File: src/rtl/bus_arbiter_pkg.sv
// Shared types, default sizes and helpers for the round-robin bus arbiter.
package bus_arbiter_pkg;

    localparam int unsigned NREQ_DEF      = 4;
    localparam int unsigned AW_DEF        = 16;
    localparam int unsigned DW_DEF        = 16;
    localparam int unsigned MAX_BURST_DEF = 8;
    localparam int unsigned MAX_NREQ      = 8;

    typedef enum logic {
        ST_IDLE  = 1'b0,
        ST_GRANT = 1'b1
    } state_e;

    // Index of the set bit in a one-hot vector (zero when none is set).
    function automatic logic [2:0] oh_to_idx(input logic [MAX_NREQ-1:0] oh);
        logic [2:0] idx;
        idx = '0;
        for (int unsigned i = 0; i < MAX_NREQ; i++) begin
            if (oh[i]) idx = 3'(i);
        end
        return idx;
    endfunction

endpackage

File: src/rtl/bus_arbiter_rr_pick.sv
// Round-robin requester selection: first set request scanning upward from last+1, modulo NREQ.
module bus_arbiter_rr_pick
    import bus_arbiter_pkg::*;
#(
    parameter  int unsigned NREQ = NREQ_DEF,
    localparam int unsigned IW   = (NREQ > 1) ? $clog2(NREQ) : 1
) (
    input  logic [NREQ-1:0] req,
    input  logic [IW-1:0]   last,
    output logic [NREQ-1:0] pick,
    output logic            pick_valid
);

    int unsigned idx;

    always_comb begin
        pick       = '0;
        pick_valid = 1'b0;
        idx        = 0;
        for (int unsigned i = 1; i <= NREQ; i++) begin
            idx = (32'(last) + i) % NREQ;
            if (!pick_valid && req[IW'(idx)]) begin
                pick[IW'(idx)] = 1'b1;
                pick_valid     = 1'b1;
            end
        end
    end

endmodule

File: src/rtl/bus_arbiter.sv
// Round-robin bus arbiter: shares one address/data/write bus between NREQ masters with a
// burst cap on grant tenure and a registered read-return path.
module bus_arbiter
    import bus_arbiter_pkg::*;
#(
    parameter int unsigned NREQ      = NREQ_DEF,
    parameter int unsigned AW        = AW_DEF,
    parameter int unsigned DW        = DW_DEF,
    parameter int unsigned MAX_BURST = MAX_BURST_DEF
) (
    input  logic              clk_bus,
    input  logic              rst_bus,
    input  logic [NREQ-1:0]   req,
    input  logic [NREQ*AW-1:0] req_addr,
    input  logic [NREQ*DW-1:0] req_dout,
    input  logic [NREQ-1:0]   req_write,
    output logic [NREQ-1:0]   gnt,
    output logic [AW-1:0]     bus_addr,
    output logic [DW-1:0]     bus_dout,
    output logic              bus_write,
    input  logic [DW-1:0]     bus_din,
    output logic [DW-1:0]     rdata,
    output logic [NREQ-1:0]   rvalid,
    output logic              busy
);

    localparam int unsigned IW = (NREQ > 1) ? $clog2(NREQ) : 1;
    localparam int unsigned CW = $clog2(MAX_BURST) + 1;

    state_e          state_q, state_d;
    logic [NREQ-1:0] gnt_q, gnt_d;
    logic [NREQ-1:0] rvalid_q, rvalid_d;
    logic [IW-1:0]   last_q, last_d;
    logic [CW-1:0]   burst_q, burst_d;
    logic [DW-1:0]   rdata_q, rdata_d;

    logic [NREQ-1:0] pick;
    logic            pick_valid;
    logic [NREQ-1:0] sel;
    logic            txn;
    logic            txn_write;
    logic            others;
    logic            cap_hit;

    bus_arbiter_rr_pick #(
        .NREQ (NREQ)
    ) u_rr_pick (
        .req        (req),
        .last       (last_q),
        .pick       (pick),
        .pick_valid (pick_valid)
    );

    assign sel       = gnt_q & req;
    assign txn       = |sel;
    assign txn_write = |(sel & req_write);
    assign others    = |(req & ~gnt_q);
    assign cap_hit   = txn && (burst_q == CW'(MAX_BURST - 1));

    always_ff @(posedge clk_bus or posedge rst_bus) begin
        if (rst_bus) begin
            state_q  <= ST_IDLE;
            gnt_q    <= '0;
            rvalid_q <= '0;
            last_q   <= IW'(NREQ - 1);
            burst_q  <= '0;
            rdata_q  <= '0;
        end else begin
            state_q  <= state_d;
            gnt_q    <= gnt_d;
            rvalid_q <= rvalid_d;
            last_q   <= last_d;
            burst_q  <= burst_d;
            rdata_q  <= rdata_d;
        end
    end

    // Release on dropped request, or on the cap when someone else is waiting.
    always_comb begin
        state_d = state_q;
        case (state_q)
            ST_IDLE:  if (pick_valid) state_d = ST_GRANT;
            ST_GRANT: if (!txn || (cap_hit && others)) state_d = ST_IDLE;
        endcase
    end

    always_comb begin
        gnt_d    = gnt_q;
        last_d   = last_q;
        burst_d  = burst_q;
        rdata_d  = rdata_q;
        rvalid_d = '0;
        case (state_q)
            ST_IDLE: begin
                if (pick_valid) begin
                    gnt_d   = pick;
                    last_d  = IW'(oh_to_idx(MAX_NREQ'(pick)));
                    burst_d = '0;
                end
            end
            ST_GRANT: begin
                if (txn) begin
                    burst_d = cap_hit ? '0 : burst_q + CW'(1);
                    if (!txn_write) begin
                        rdata_d  = bus_din;
                        rvalid_d = gnt_q;
                    end
                end
                if (state_d == ST_IDLE) begin
                    gnt_d   = '0;
                    burst_d = '0;
                end
            end
        endcase
    end

    // Bus is driven only by a granted master that is actually requesting.
    always_comb begin
        bus_addr  = '0;
        bus_dout  = '0;
        bus_write = 1'b0;
        for (int unsigned i = 0; i < NREQ; i++) begin
            if (sel[i]) begin
                bus_addr  = req_addr[i*AW +: AW];
                bus_dout  = req_dout[i*DW +: DW];
                bus_write = req_write[i];
            end
        end
    end

    assign gnt    = gnt_q;
    assign rvalid = rvalid_q;
    assign rdata  = rdata_q;
    assign busy   = |gnt_q;

endmodule

File: config.mk
export PLATFORM = sky130hd
export DESIGN_NAME = bus_arbiter
export DESIGN_NICKNAME = d
export VERILOG_FILES = /design/src/rtl/bus_arbiter_pkg.sv /design/src/rtl/bus_arbiter_rr_pick.sv /design/src/rtl/bus_arbiter.sv
export SDC_FILE = /design/constraint.sdc
export NUM_CORES = 1
export LEC_CHECK = 0
export BUFFER_PORTS_ARGS = -buffer_cell sky130_fd_sc_hd__buf_2
export CAP_MARGIN = 25
export CORE_MARGIN = 10
export CORE_UTILIZATION = 37
export CTS_CLUSTER_DIAMETER = 80
export CTS_CLUSTER_SIZE = 28
export DETAILED_ROUTE_END_ITERATION = 6
export PLACE_DENSITY = 0.79
export SYNTH_ARGS = -nofsm -noshare
export SYNTH_HDL_FRONTEND = slang
export SYNTH_SLANG_ARGS = --single-unit
File: constraint.sdc
create_clock -name clk_bus -period 2.7 [get_ports clk_bus]
set_input_delay 0.54 -clock clk_bus [delete_from_list [all_inputs] [get_ports clk_bus]]
set_output_delay 0.54 -clock clk_bus [all_outputs]
set_load 0.01 [all_outputs]
==> impl_results.md, run 1 <==
* Status: finished, final reports clean
* Async set-reset flop share out of synthesis at 1.00
* DR vias at approximately 3.2k
* Die W at about 110 µm
* CTS tree: built
* Lkg Pwr at ~2 nW
* Ant. Diodes at 0
* Worst path max stage delay at ~0.45 ns
* Tightest Pin Transition at 0.398 ns
* Final Cycle Share at 0.912
* Post-DR vias/cell at 5.26
* Most common cell on crit path: o21ai_0
* Die Ht at 106 µm
* Data required time of the worst path at ~2.2 ns
* Largest fanout on the critical path at 33
* GRT Util Overall at 0.189
* Final WS setup at 0.237 ns
* Int Power at ~0.0020 W
* Synthesized area at roughly 0.0027 mm²
* H-Tree Depth at 2
* DRC Markers at 0
* Number of flops mapped to enable cells by yosys at 0
* Clk pwr share at 0.104
* Pre-CTS setup slack at about 0.25 ns
* Clk slew on worst S/H paths at ~0.07 ns
* First-pass GRT wire length at approximately 18,000 µm
* Placer Congestion at ~0.90
* Post-CTS Hold Fix Bufs at 0
* Worst VDD drop at around 0.54 mV
* First-pass detailed-route iteration total at 4
* Area taken by flip-flops and latches at around 780 µm²
* Crit path time final at ~2.5 ns
* Worst setup EP type: output pin
* Synth warn at 0
* Fillers at 681
* Setup Skew at 0.00594 ns
* Crit path cell chain: and2_1, nor2_2, buf_12, a221o_1, o21ai_0, o21ai_0, buf_2
* Most frequent cells in the layout: buf_2, o21ai_0, nand2_1
* Switching share of power at 0.429
* Worst rel slew slack at 0.727
* Syn_nets at around 480
* Nets at ~680
* Area taken by multi-input logic gates at 0.00180 mm²
* Commonest non-fill, non-tap cell in the layout: buf_2
* CP Data Arrival Time at 1.92 ns
* Hold Violations, Final at 0
* DRT iter0 DRCs at around 180
* I/O Pins at around 210
* Worst-skew pair later-pin latency at 0.28 ns
* RSZ-0062 raised after global routing: false
* Setup Fix Bufs, Post-CTS at 0
* Antenna violations before repair at 0
* Sequential Power Share at 0.230
* Hold Crit Class: in -> async
* Max Slew Vio Count at 0
* Drt wl/cell at roughly 18 µm
* CTS Buf Count at 5
* Total Wirelength at around 11,000 µm
* Largest net degree at the start of global routing at 35
* # clock sinks at 31
* Comb pwr share at 0.665
* Post-cts gate resize count at 0
* Post-detail-place hpwl at about 9200 µm
* GR Overflow Total at 0
* Yosys cell types at 41
* Number of port buffers at 211
* Max Cap Violations at 0
* Syn Area/Cell at about 8.7 µm²
* Fmax at roughly 410 MHz
* Root Buffer: clkbuf_8
* Crit path kind: reg -> out
* Vias in the first global route at around 3.2k
* Setup TNS at 0 ns
* Starting Density at 0.378
* Crit-path slowest cell: dfrtp_1
* Main synth FF type: dfrtp_1
* Synth Instances at between 300 and 400
* Final setup vio count at 0
* Die Area at approximately 0.011 mm²
* Power Dens Cells at 858 mW/mm²
* Share of post-route cells with drive strength above 1 at 0.509
* Layout area overhead at 47.0%
* Startpoint Class: register
* Core Region at ~0.007 mm²
* CTS Buffer Depth at 2
* Core Rows at 31
* ANT nets after route at 0
* Sw Pwr at 0.00147 W
* Seq cells post-synth at 31
* Register area share after synthesis at 0.286
-- final cells by class --
type	instances	share of cell area
clock buffers	5	0.0172
well taps	99	0.0309
multi-input cells	250	0.449
clock inverters	3	0.00500
inverters	5	0.00469
repair buffers	223	0.299
flip-flops and latches	31	0.194
-- synth_stat cells, types with 4 or more instances --
master,count,area (µm²)
ha_1,9,113
mux4_2,4,90.1
nand3_1,6,30.0
clkbuf_1,18,67.6
mux2_4,16,240
o21ai_1,5,25.0
dfrtp_1,29,726
a221o_1,33,330
and2_1,9,56.3
buf_2,4,20.0
nand2_1,51,191
inv_1,5,18.8
o21ai_0,71,355
nor2_1,5,18.8
nor2b_1,8,50.1
buf_6,4,45.0
-- worst max-delay path: cells and delay by family, from the launching register on --
family          cells  cell delay (ns)
compound gates      3             0.45
buf+inv             2             0.39
simple gates        2             0.35
flops               1             0.45
-- path summary, 6_finish.rpt --
kind	startpoint	endpoint	slack, ns	cells after the start
min in group clk_bus	bus_din[15]	rdata[15]	0.48	2
max reg2reg	last_q[0]	last_q[0]	0.24	7
max	gnt[1]	bus_addr[0]	0.24	7
min	rst_bus	rdata[4]	0.32	3
max in group asynchronous	rst_bus	last_q[0]	2.05	3
min reg2reg	burst_q[3]	burst_q[3]	0.49	1
-- sequential cells by signal, summed over array words and instances, names as in the netlist --
name     flops
burst_q      4
last_q       2
rvalid       4
rdata       16
gnt          4
state_q      1
-- power groups by stage --
stage | registers [W] | logic [W] | clock network, W
after floorplan | 0.000879 | 0.00144 | 0
after global placement | 0.000785 | 0.00226 | 0
after detailed placement | 0.000798 | 0.00231 | 0
after CTS | 0.000793 | 0.00232 | 0.000370
after global routing | 0.000818 | 0.00252 | 0.000390
final | 0.000791 | 0.00229 | 0.000359
-- cells by family after synthesis --
group                      share of synthesized area
AOI/OAI and AO/OA                              0.321
and+or+nand+nor                                0.156
buffers and inverters                         0.0556
DFF                                            0.286
muxes                                          0.141
adders and majority gates                     0.0413
-- per-layer routing --
| layer | vias up | global-route usage | wire length (µm) |
|---|---|---|---|
| met5 | - | 0 | 0 |
| met2 | 130 | 0.350 | 5920 |
| li1 | 1586 | - | - |
| met3 | 19 | 0.0426 | 765 |
| met4 | 0 | 0.0474 | 201 |
| met1 | 1503 | 0.212 | 4320 |
-- through the flow --
stage / cells / power [W] / instance area, µm² / utilization / hold WS, ns
final: 616 / 0.00344 / 4000 / 0.555 / 0.317
after global routing: 616 / 0.00373 / 4000 / 0.555 / 0.356
after CTS: 616 / 0.00348 / 4000 / 0.555 / 0.328
after detailed placement: 608 / 0.00311 / 3920 / 0.543 / 0.466
after global placement: 608 / 0.00305 / 3920 / 0.543 / 0.450
after floorplan: 312 / 0.00232 / 2720 / - / 0.431
Note: power is estimated with default switching activity, not from simulation.
==> run 2, diff against run 1 <==
--- a/config.mk
+++ b/config.mk
@@ -8,11 +8,12 @@
 export BUFFER_PORTS_ARGS = -buffer_cell sky130_fd_sc_hd__buf_2
 export CAP_MARGIN = 25
 export CORE_MARGIN = 10
-export CORE_UTILIZATION = 37
+export CORE_UTILIZATION = 41
 export CTS_CLUSTER_DIAMETER = 80
 export CTS_CLUSTER_SIZE = 28
 export DETAILED_ROUTE_END_ITERATION = 6
-export PLACE_DENSITY = 0.79
+export PLACE_DENSITY = 0.83
+export SETUP_SLACK_MARGIN = 0.5
 export SYNTH_ARGS = -nofsm -noshare
 export SYNTH_HDL_FRONTEND = slang
 export SYNTH_SLANG_ARGS = --single-unit
==> constraint.sdc (replaced) <==
create_clock -name clk_bus -period 2.4 [get_ports clk_bus]
set_input_delay 0.48 -clock clk_bus [delete_from_list [all_inputs] [get_ports clk_bus]]
set_output_delay 0.48 -clock clk_bus [all_outputs]
set_load 0.01 [all_outputs]
==> impl_results.md, run 2 (same netlist as run 1, synthesis figures left out) <==
* Max Slew Vio Count at 0
* Largest fanout on the critical path at 4
* Crit path kind: reg -> reg
* Most frequent cells in the layout: buf_2, o21ai_1, nand2_1
* Hold Violations, Final at 0
* RSZ-0062 raised after global routing: true
* DRC Markers at 0
* Number of port buffers at 211
* Hold Crit Class: in -> async
* Area taken by flip-flops and latches at 779 µm²
* Total Wirelength at roughly 13,000 µm
* Core Region at between 0.006 and 0.007 mm²
* Lkg Pwr at 2.28 nW
* Antenna violations before repair at 1
* DR vias at 3,543
* Tightest Pin Transition at roughly 0.52 ns
* Share of post-route cells with drive strength above 1 at 0.572
* Core Rows at 29
* Worst setup EP type: register
* Layout Utilization at 0.696
* Die Ht at about 100 µm
* Largest net degree at the start of global routing at between 40 and 50
* Clk slew on worst S/H paths at roughly 0.070 ns
* Final Cycle Share at 0.989
* Largest register FFs at 16
* First-pass detailed-route iteration total at 6
* Nets at just over 700
* GR Overflow Total at 0
* CTS tree: built
* Post-detail-place hpwl at 10,300 µm
* Root Buffer: clkbuf_8
* ANT nets after route at 0
* Fmax at 421 MHz
* Status: finished, final reports clean
* Final setup vio count at 0
* Commonest non-fill, non-tap cell in the layout: buf_2
* R2R cell count at 7
* Max Cap Violations at 0
* First-pass GRT wire length at roughly 19,000 µm
* # clock sinks at 31
* Die W at 102 µm
* Startpoint Class: register
* CTS Buf Count at 5
* Met1 usage at 0.244
* Power Dens Cells at between 1000 and 1500 mW/mm²
* Crit path time final at approximately 2.4 ns
* Total power after layout at 0.00452 W
* Layout area overhead at 63.1%
* CTS Buffer Depth at 2
* Placer Congestion at 0.895
* Post-DR vias/cell at ~5.6
* I/O Pins at roughly 210
* Global routing usage on met2 at 0.432
* Worst VDD drop at 0.828 mV
* DRT iter0 DRCs at approximately 250
* Data required time of the worst path at between 2 and 3 ns
* Starting Density at 0.427
* Vias in the first global route at about 3.5k
* Fillers at around 510
* CP Data Arrival Time at about 2.6 ns
* GRT Util Overall at 0.231
* Drt wl/cell at approximately 21 µm
* Met3 Resource Use GR at 0.0517
* Worst rel slew slack at 0.650
* Die Area at ~0.01 mm²
* H-Tree Depth at 2
* Setup Skew at roughly 0.0047 ns
* Gr busiest metal: met2
* Worst-skew pair later-pin latency at 0.28 ns
* Area taken by multi-input logic gates at 0.00188 mm²
## run 2: cell types whose count changed in the layout (fill, tap and decap cells not counted), sizes merged
cell / delta
clkbuf: +2
diode: +1
buf: +34
clkinvlp: -1
inv: -1
## run 2: what timing repair did
item                                    in CTS  in global routing
gates cloned                                 4                  0
resized for setup                           40                 16
pin swaps                                   24                 33
hold buffers                                 0                  0
endpoints found under the setup margin      48                 40
buffers inserted                             8                 10
## run 2: final timing paths
kind / startpoint / endpoint / slack [ns]
worst max-delay path: last_q[0] / last_q[0] / 0.03
worst min-delay path: rst_bus / rdata[9] / 0.26
worst max register to register: last_q[0] / last_q[0] / 0.03
worst min register to register: burst_q[3] / burst_q[3] / 0.47
max in group asynchronous: rst_bus / last_q[0] / 1.82
min in group clk_bus: bus_din[5] / rdata[5] / 0.42
## run 2: metrics by stage
step	instance area [µm²]	setup TNS [ns]	std cells	hold slack, ns	worst slack [ns]
after floorplan	2850	-0.361	312	0.431	-0.0945
after global placement	3970	0	597	0.452	0.00110
after detailed placement	3990	0	598	0.460	0.0564
after CTS	4320	0	618	0.267	0.0681
after global routing	4440	-0.0930	629	0.290	-0.0482
final	4440	0	629	0.258	0.0266
## run 2: layer usage
| layer | vias up | share of wire |
|---|---|---|
| met4 | 0 | 0.030 |
| met5 | - | 0 |
| met3 | 32 | 0.092 |
| met2 | 184 | 0.54 |
| li1 | 1659 | - |
| met1 | 1668 | 0.34 |
## run 2: area by class of cell
| type | count | area share |
|---|---|---|
| Antenna cell | 1 | 0.000563 |
| Clock buffer | 7 | 0.0194 |
| Clock inverter | 1 | 0.00113 |
| Inverter | 5 | 0.00507 |
| Multi-Input combinational cell | 250 | 0.423 |
| Sequential cell | 31 | 0.175 |
| Tap cell | 77 | 0.0217 |
| Timing Repair Buffer | 257 | 0.354 |
## run 2: where the power goes
part	internal (W)	total, W	switching (W)
combinational	0.00164	0.00321	0.00157
clock	0.000231	0.000421	0.000190
sequential	0.000748	0.000894	0.000145
## run 2: worst max-delay path, stage by stage, from the launching register on
cell	delay, ns
dfstp_2	0.56
clkinvlp_4	0.12
ha_4	0.30
mux4_2	0.55
nor4b_4	0.32
and2_4	0.21
o21ai_2	0.06
o221ai_2	0.17
==> run 3, diff against run 2 <==
--- a/config.mk
+++ b/config.mk
@@ -7,12 +7,14 @@
 export LEC_CHECK = 0
 export BUFFER_PORTS_ARGS = -buffer_cell sky130_fd_sc_hd__buf_2
 export CAP_MARGIN = 25
+export CELL_PAD_IN_SITES_DETAIL_PLACEMENT = 0
+export CELL_PAD_IN_SITES_GLOBAL_PLACEMENT = 2
 export CORE_MARGIN = 10
-export CORE_UTILIZATION = 41
+export CORE_UTILIZATION = 20
 export CTS_CLUSTER_DIAMETER = 80
 export CTS_CLUSTER_SIZE = 28
 export DETAILED_ROUTE_END_ITERATION = 6
-export PLACE_DENSITY = 0.83
+export PLACE_DENSITY_LB_ADDON = 0.1
 export SETUP_SLACK_MARGIN = 0.5
 export SYNTH_ARGS = -nofsm -noshare
 export SYNTH_HDL_FRONTEND = slang
==> impl_results.md, run 3 (same netlist as run 1, synthesis figures left out) <==
* Status: finished, final reports clean
* GR Overflow Total at 0
* Total power after layout at around 0.0050 W
* Die Ht at ~140 µm
* Drt wl/cell at ~20 µm
* H-Tree Depth at 2
* Setup TNS at 0 ns
* GRT Util Overall at 0.137
* Sequential Power Share at 0.179
* Post-DR vias/cell at between 4 and 5
* Clk slew on worst S/H paths at roughly 0.050 ns
* Total Wirelength at 14,400 µm
* Vias in the first global route at about 3.4k
* Crit path kind: reg -> reg
* Startpoint Class: register
* Crit path time final at roughly 2.3 ns
* Placer Congestion at approximately 0.8
* Power Dens Cells at 1010 mW/mm²
* I/O Pins at 212
* Nets at 716
* CTS tree: built
* Setup Skew at approximately 0.0041 ns
* Number of port buffers at about 210
* Layout area overhead at 80.9%
* Worst-skew pair later-pin latency at around 0.27 ns
* # clock sinks at 31
* Placed instance area at between 0.004 and 0.005 mm²
* Sw Pwr at 0.00196 W
* Lkg Pwr at roughly 2.4 nW
* Tightest Pin Transition at 0.571 ns
* Share of post-route cells with drive strength above 1 at 0.588
* Starting Density at 0.205
* Worst rel slew slack at 0.618
* Core Region at approximately 0.013 mm²
* Largest net degree at the start of global routing at 41
* Core Rows at 42
* Worst setup EP type: register
* CTS Buf Count at 5
* Design area at between 0.004 and 0.005 mm²
* Max Cap Violations at 0
* CTS Buffer Depth at 2
* Post-detail-place hpwl at between 10,000 and 15,000 µm
* Hold Slack at 0.290 ns
* Area taken by multi-input logic gates at roughly 0.0019 mm²
* Largest register FFs at 16
* First-pass detailed-route iteration total at 4
* Root Buffer: clkbuf_16
* Commonest non-fill, non-tap cell in the layout: buf_2
* Die Area at 0.0187 mm²
* DRT iter0 DRCs at between 150 and 200
* Fillers at between 1k and 1.5k
* Area taken by flip-flops and latches at 779 µm²
* Post-CTS Hold Fix Bufs at 0
* First-pass GRT wire length at roughly 20,000 µm
* Final Cycle Share at 0.972
* Largest fanout on the critical path at 3
* Int Power at ~0.0030 W
* RSZ-0062 raised after global routing: true
* Layout Utilization at 0.371
* Final setup vio count at 0
* Hold Violations, Final at 0
* Hold Crit Class: in -> async
* Antenna violations before repair at 1
* DRC Markers at 0
* Data required time of the worst path at between 2 and 3 ns
* Die W at between 100 and 150 µm
* Fmax at 429 MHz
* Comb pwr share at 0.677
* Clk pwr share at 0.145
* Most frequent cells in the layout: buf_2, o21ai_1, nand2_1
* Worst VDD drop at 0.606 mV
* Max Slew Vio Count at 0
* DR vias at ~3.4k
* ANT nets after route at 0
* CP Data Arrival Time at 2.49 ns
* Switching share of power at 0.394
==> run 3: area by class of cell <==
cell class                 count  area share
multi-input combinational    251       0.390
timing repair buffer         259       0.368
antenna                        1    0.000508
sequential                    31       0.158
inverter                       5     0.00457
tap                          176      0.0447
clock inverter                 3     0.00889
clock buffer                   5      0.0254
==> run 3: timing repair <==
action / in CTS / in global routing
cloned: 10 / 2
endpoints found under the setup margin: 56 / 62
pin swaps: 29 / 41
setup buffers: 14 / 4
hold endpoints to repair: 0 / 0
resized for setup: 50 / 36
==> run 3: power by group through the flow <==
stage | sequential, W | combinational, W | clock, W
4_1_cts | 0.000878 | 0.00330 | 0.000734
5_1_grt | 0.000911 | 0.00365 | 0.000758
3_5_place_dp | 0.000881 | 0.00283 | 0
3_3_place_gp | 0.000882 | 0.00284 | 0
6_report | 0.000887 | 0.00336 | 0.000718
2_1_floorplan | 0.000991 | 0.00178 | 0
==> run 3: metal layers <==
layer,vias to the layer above,GRT usage,wire length [µm]
met5,-,0,0
met4,0,0.0172,52
met3,4,0.0319,1150
met2,117,0.256,7530
met1,1631,0.158,5720
li1,1669,-,-
==> run 3: metrics by stage <==
| stage | instances | setup WS, ns |
|---|---|---|
| floorplan | 312 | -0.0945 |
| global placement | 692 | 0.0796 |
| detailed placement | 692 | 0.0429 |
| CTS | 724 | 0.0603 |
| global route | 731 | -0.0223 |
| finish | 731 | 0.0677 |
==> run 3: critical path: stages, from the launching register on <==
cell and delay (ns):
dfstp_2 0.56, clkinvlp_4 0.11, ha_4 0.29, mux4_2 0.53, buf_4 0.16, nand3_2 0.04
a21oi_1 0.06, a221o_1 0.27, a22o_1 0.20
==> run 3: worst paths after layout <==
kind | slack [ns] | start | to | cells past startpoint
worst min-delay path | 0.29 | rst_bus | gnt[0] | 3
max in group asynchronous | 1.79 | rst_bus | last_q[0] | 3
worst max register to register | 0.07 | last_q[0] | gnt[0] | 8
min in group clk_bus | 0.44 | bus_din[7] | rdata[7] | 2
worst max-delay path | 0.07 | last_q[0] | gnt[0] | 8
worst min register to register | 0.48 | burst_q[3] | burst_q[3] | 1
